**src/rtl/mul_seq_ctrl.sv**
```systemverilog
// rtl/mul_seq_ctrl.sv - iterative shift-add multiply sequencer with pipeline stall
module mul_seq_ctrl #(
    parameter int XLEN = 32
) (
    input  logic            clk_i,
    input  logic            rst_i,
    input  logic            start_i,
    input  logic            flush_i,
    input  logic [XLEN-1:0] rs1_data_i,
    input  logic [XLEN-1:0] rs2_data_i,
    input  logic [4:0]      rd_addr_i,
    output logic            stall_o,
    output logic            busy_o,
    output logic            done_o,
    output logic [XLEN-1:0] result_o,
    output logic [4:0]      rd_addr_o
);

    localparam int CW = $clog2(XLEN) + 1;
    localparam logic [CW-1:0] LAST_ITER = CW'(XLEN - 1);

    localparam logic [1:0] ST_IDLE = 2'd0;
    localparam logic [1:0] ST_RUN  = 2'd1;
    localparam logic [1:0] ST_DONE = 2'd2;

    logic [1:0]      state;
    logic [1:0]      state_nxt;
    logic [XLEN-1:0] acc;
    logic [XLEN-1:0] mcand;
    logic [XLEN-1:0] mplier;
    logic [CW-1:0]   cnt;
    logic [4:0]      rd_q;
    logic            accept;

    assign accept = (state == ST_IDLE) && start_i && !flush_i;

    // Next-state decode; a flush always returns to IDLE, start is ignored in DONE
    always_comb begin
        state_nxt = state;
        case (state)
            ST_IDLE: if (accept) state_nxt = ST_RUN;
            ST_RUN: begin
                if (flush_i)
                    state_nxt = ST_IDLE;
                else if (cnt == LAST_ITER)
                    state_nxt = ST_DONE;
            end
            ST_DONE: state_nxt = ST_IDLE;
            default: state_nxt = ST_IDLE;
        endcase
    end

    // State register
    always_ff @(posedge clk_i or posedge rst_i) begin
        if (rst_i)
            state <= ST_IDLE;
        else
            state <= state_nxt;
    end

    // Shift-add datapath: load on accept, one multiplier bit per RUN cycle;
    // a flushed RUN cycle leaves the operands untouched
    always_ff @(posedge clk_i or posedge rst_i) begin
        if (rst_i) begin
            acc    <= '0;
            mcand  <= '0;
            mplier <= '0;
            cnt    <= '0;
            rd_q   <= '0;
        end else if (accept) begin
            acc    <= '0;
            mcand  <= rs1_data_i;
            mplier <= rs2_data_i;
            cnt    <= '0;
            rd_q   <= rd_addr_i;
        end else if (state == ST_RUN && !flush_i) begin
            if (mplier[0])
                acc <= acc + mcand;
            mcand  <= mcand << 1;
            mplier <= mplier >> 1;
            cnt    <= cnt + 1'b1;
        end
    end

    // Stall is combinational so the accept cycle itself holds the front end;
    // it is forced low while reset is asserted so all outputs read zero
    assign stall_o   = !rst_i && (accept || (state == ST_RUN));
    assign busy_o    = (state != ST_IDLE);
    assign done_o    = (state == ST_DONE) && !flush_i;
    assign result_o  = acc;
    assign rd_addr_o = rd_q;

endmodule

```
**config.mk**
```make
export PLATFORM = sky130hd
export DESIGN_NAME = mul_seq_ctrl
export DESIGN_NICKNAME = d
export VERILOG_FILES = /design/src/rtl/mul_seq_ctrl.sv
export SDC_FILE = /design/constraint.sdc
export NUM_CORES = 1
export LEC_CHECK = 0
export CAP_MARGIN = 5
export CORE_MARGIN = 4
export CORE_UTILIZATION = 40
export CTS_CLUSTER_DIAMETER = 100
export DETAILED_ROUTE_END_ITERATION = 7
export DONT_BUFFER_PORTS = 1
export SYNTH_ARGS = -nofsm -noshare
export SYNTH_HDL_FRONTEND = slang
export SYNTH_SLANG_ARGS = --single-unit
export TNS_END_PERCENT = 5
```
**constraint.sdc**
```tcl
create_clock -name clk_i -period 3.95 [get_ports clk_i]
set_input_delay 0.79 -clock clk_i [delete_from_list [all_inputs] [get_ports clk_i]]
set_output_delay 0.79 -clock clk_i [all_outputs]
set_load 0.01 [all_outputs]
```
==> impl_metrics.csv <==
group,metric,value,unit
floorplanning,rows,44,
timing,worst_pin_slew,1.093,ns
cells_and_area,drive_gt1_share,5.873,%
timing,grt_setup_unrepaired,"false",
worst_setup_path,cp-endpoint,"result_o[28]$_DFFE_PP0P_",
grt,grt_pass1_wl,24460,um
worst_setup_path,r2r-start,"result_o[0]$_DFFE_PP0P_",
worst_setup_path,arrival,3.14,ns
cts,cts-root-buf,"clkbuf_16",
synth,synth_edf_count,0,
worst_setup_path,cpMaxStageDelayCell,"dfrtp_1",
drt,viasPerCell,5.744,
grt,overflow,0,
power,leakage,0.003013,uW
drt,wl,14750,um
synth,async_flop_share,100.0,%
timing,fin_worst_skew,0.01593,ns
drt,ant_nets,0,
worst_setup_path,cp_max_fo,5,
synth,synth-seq-cells,109,
timing,setup_viol,0,
synth,post_synth.cell_area_avg,9.049,um2
synth,synthesis.area,5991,um2
floorplanning,die-width,130.4,um
drt,drt_iter0_drc,314,
cells_and_area,fillCellCount,1410,
worst_setup_path,cp-startpoint,"result_o[0]$_DFFE_PP0P_",
placement,routabilityCongestion,0.8797,
cts,numCtsBuffers,9,
grt,grt_util_all_layers,17.92,%
worst_setup_path,worstReg2RegEnd,"result_o[28]$_DFFE_PP0P_",
worst_setup_path,crit_type,"reg -> reg",
timing,fin_hold_ws,0.4782,ns
cts,h-tree-depth,3,
cts,clk_latency,0.36,ns
timing,hold_violations,0,
drt,drt-wirelength-per-cell,17.75,um
worst_setup_path,cp-start-kind,"flip-flop",
power,p_per_area,588.3,nW/um2
floorplanning,coreArea,14590,um2
synth,netlist_instances,662,
cts,cts_resized,0,
worst_setup_path,worstPathRequired,4.20,ns
drt,route.vias.total,4773,
drt,firstDrtPassIters,6,
placement,hpwl,10270,um
timing,setup_tns,0,ns
floorplanning,ios,113,
floorplanning,fp.dieH,130.4,um
cts,cts_tree,"built",
worst_setup_path,worstRegToRegCells,10,
grt,grt_max_degree,88,
cts,post-cts-setup-buffers,0,
synth,yosysWarnings,0,
floorplanning,start_util,41.06,%
grt,antenna_found_initial,0,
grt,grt_pass1_vias,4724,
worst_setup_path,worstPathCellList,"ha_1 > fa_1 > a211oi_1 > nor2_2 > o21ai_1 > a211o_1 > a31oi_4 > nand4_1 > a2111oi_0 > or3_1",
placement,io_buffers,0,
timing,fmaxAchievable,345.5,MHz
drt,drt_drc_violations_left,0,
hold_path,hold_path.class,"reg -> reg",
timing,period_share,73.27,%
timing,min_period,2.894,ns
synth,syn-num-nets,768,
worst_setup_path,max_stage_delay,0.45,ns
synth,yosysSeqAreaShare,45.53,%
timing,slew_headroom,27.15,%
timing,finalMaxSlewViolations,0,
synth,ys_types,57,
job,cap_violations,0,
cts,path_clk_slew,0.08,ns
power,ir_drop,0.0003060,V
cts,cts.hold.buffers_added,0,
cells_and_area,nets,749,
cells_and_area,layout_commonest_cell,"nand2_1",
cts,cts_sinks,109,
worst_setup_path,cp-end-kind,"flip-flop",
synth,synth_flop_cell,"dfrtp_1",
cells_and_area,syn_to_final_growth,7.393,%
run_status,outcome,"complete, no violations",
worst_setup_path,r2r_slack,1.06,ns
cells_and_area,antenna_cells,0,
floorplanning,dieArea,17000,um2
cts,clock_path_buffers,2,
cells_and_area,final_cell_mix,"164 x nand2_1, 109 x dfrtp_1, 62 x a22oi_1",
-- final cells by class --
type,count,area (um2),share of cell area [%]
clock buffers,9,225.2,3.501
clock inverters,6,56.30,0.8751
well taps,184,230.2,3.578
repair buffers,6,45.04,0.7001
inverters,8,32.53,0.5056
multi-input cells,509,3117,48.44
flip-flops and latches,109,2728,42.40
-- synthesized netlist by cell type (4+ instances only) --
cell      count  share of area (%)
dfrtp_1     109                 46
a211oi_1      4               0.50
xor2_1       18                2.6
clkbuf_1     31                1.9
nand3_1      41                3.4
a31oi_1       4               0.42
xnor2_1      13                1.9
ha_1         32                6.7
a22oi_1      62                7.8
nand4_1       5               0.52
nand2_1     164                 10
a21o_1        7               0.88
o21ai_1       5               0.42
and3_1        4               0.42
nor2_1       20                1.3
a21oi_1      26                2.2
o21ai_0      39                3.3
inv_1         8               0.50
nor3_1        5               0.42
-- report_power, final --
| group | internal (uW) | leakage [uW] | switching, uW | total (uW) |
|---|---|---|---|---|
| clock | 437 | 0.000139 | 445 | 883 |
| sequential | 1390 | 0.00141 | 304 | 1700 |
| combinational | 491 | 0.00147 | 717 | 1210 |
| total | 2320 | 0.00301 | 1470 | 3790 |
-- worst min path at each step --
| stage | slack (ns) | start | depth (start not counted) | endpoint |
|---|---|---|---|---|
| after detailed placement | 0.46 | mplier[22]$_DFFE_PP0P_ | 2 | mplier[22]$_DFFE_PP0P_ |
| after CTS | 0.48 | mplier[22]$_DFFE_PP0P_ | 2 | mplier[22]$_DFFE_PP0P_ |
| final | 0.48 | mplier[2]$_DFFE_PP0P_ | 2 | mplier[2]$_DFFE_PP0P_ |
| after global routing | 0.50 | mplier[1]$_DFFE_PP0P_ | 2 | mplier[1]$_DFFE_PP0P_ |
| after global placement | 0.46 | mplier[3]$_DFFE_PP0P_ | 2 | mplier[3]$_DFFE_PP0P_ |
| after floorplan | 0.45 | mplier[10]$_DFFE_PP0P_ | 2 | mplier[10]$_DFFE_PP0P_ |
-- worst max-delay path, delay by kind of cell (launching register included) --
| kind | cells | cell delay, ns |
|---|---|---|
| AOI/OAI and AO/OA | 5 | 1.03 |
| adders and majority gates | 2 | 0.70 |
| and+or+nand+nor | 3 | 0.61 |
| DFF | 1 | 0.45 |
-- cell families after synthesis --
| kind of cell | after synthesis | synth area share, % |
|---|---|---|
| buf+inv | 44 | 2.799 |
| fa+ha+maj | 33 | 7.017 |
| flops | 109 | 45.53 |
| xor+xnor | 31 | 4.532 |
| mux | 3 | 0.5013 |
| compound gates | 181 | 20.63 |
| simple gates | 261 | 18.99 |
-- routing by layer --
metal	wire length, um	global-route usage [%]	share of wire (%)	up-vias
li1	-	-	-	2336
met1	6251	22.08	42	2301
met2	7206	29.72	49	115
met3	1073	6.463	7.3	21
met4	222	5.263	1.5	0
met5	0	0	0	-
-- metrics by stage --
step	cells	utilization, %	cell area (um2)	worst slack, ns	total power (uW)
after floorplan	662	-	5991	0.2861	2627
after global placement	816	42.17	6152	1.079	2886
after detailed placement	816	42.17	6152	1.029	2923
after CTS	831	44.10	6434	1.038	3825
after global routing	831	44.10	6434	0.7212	4085
final	831	44.10	6434	1.056	3785
-- flip-flops by register name, indices dropped and copies added (netlist names) --
signal and flops:
result_o 32, mplier 32, mcand 32, state 2
rd_addr_o 5, cnt 6
(Power assumes the default switching activity.)
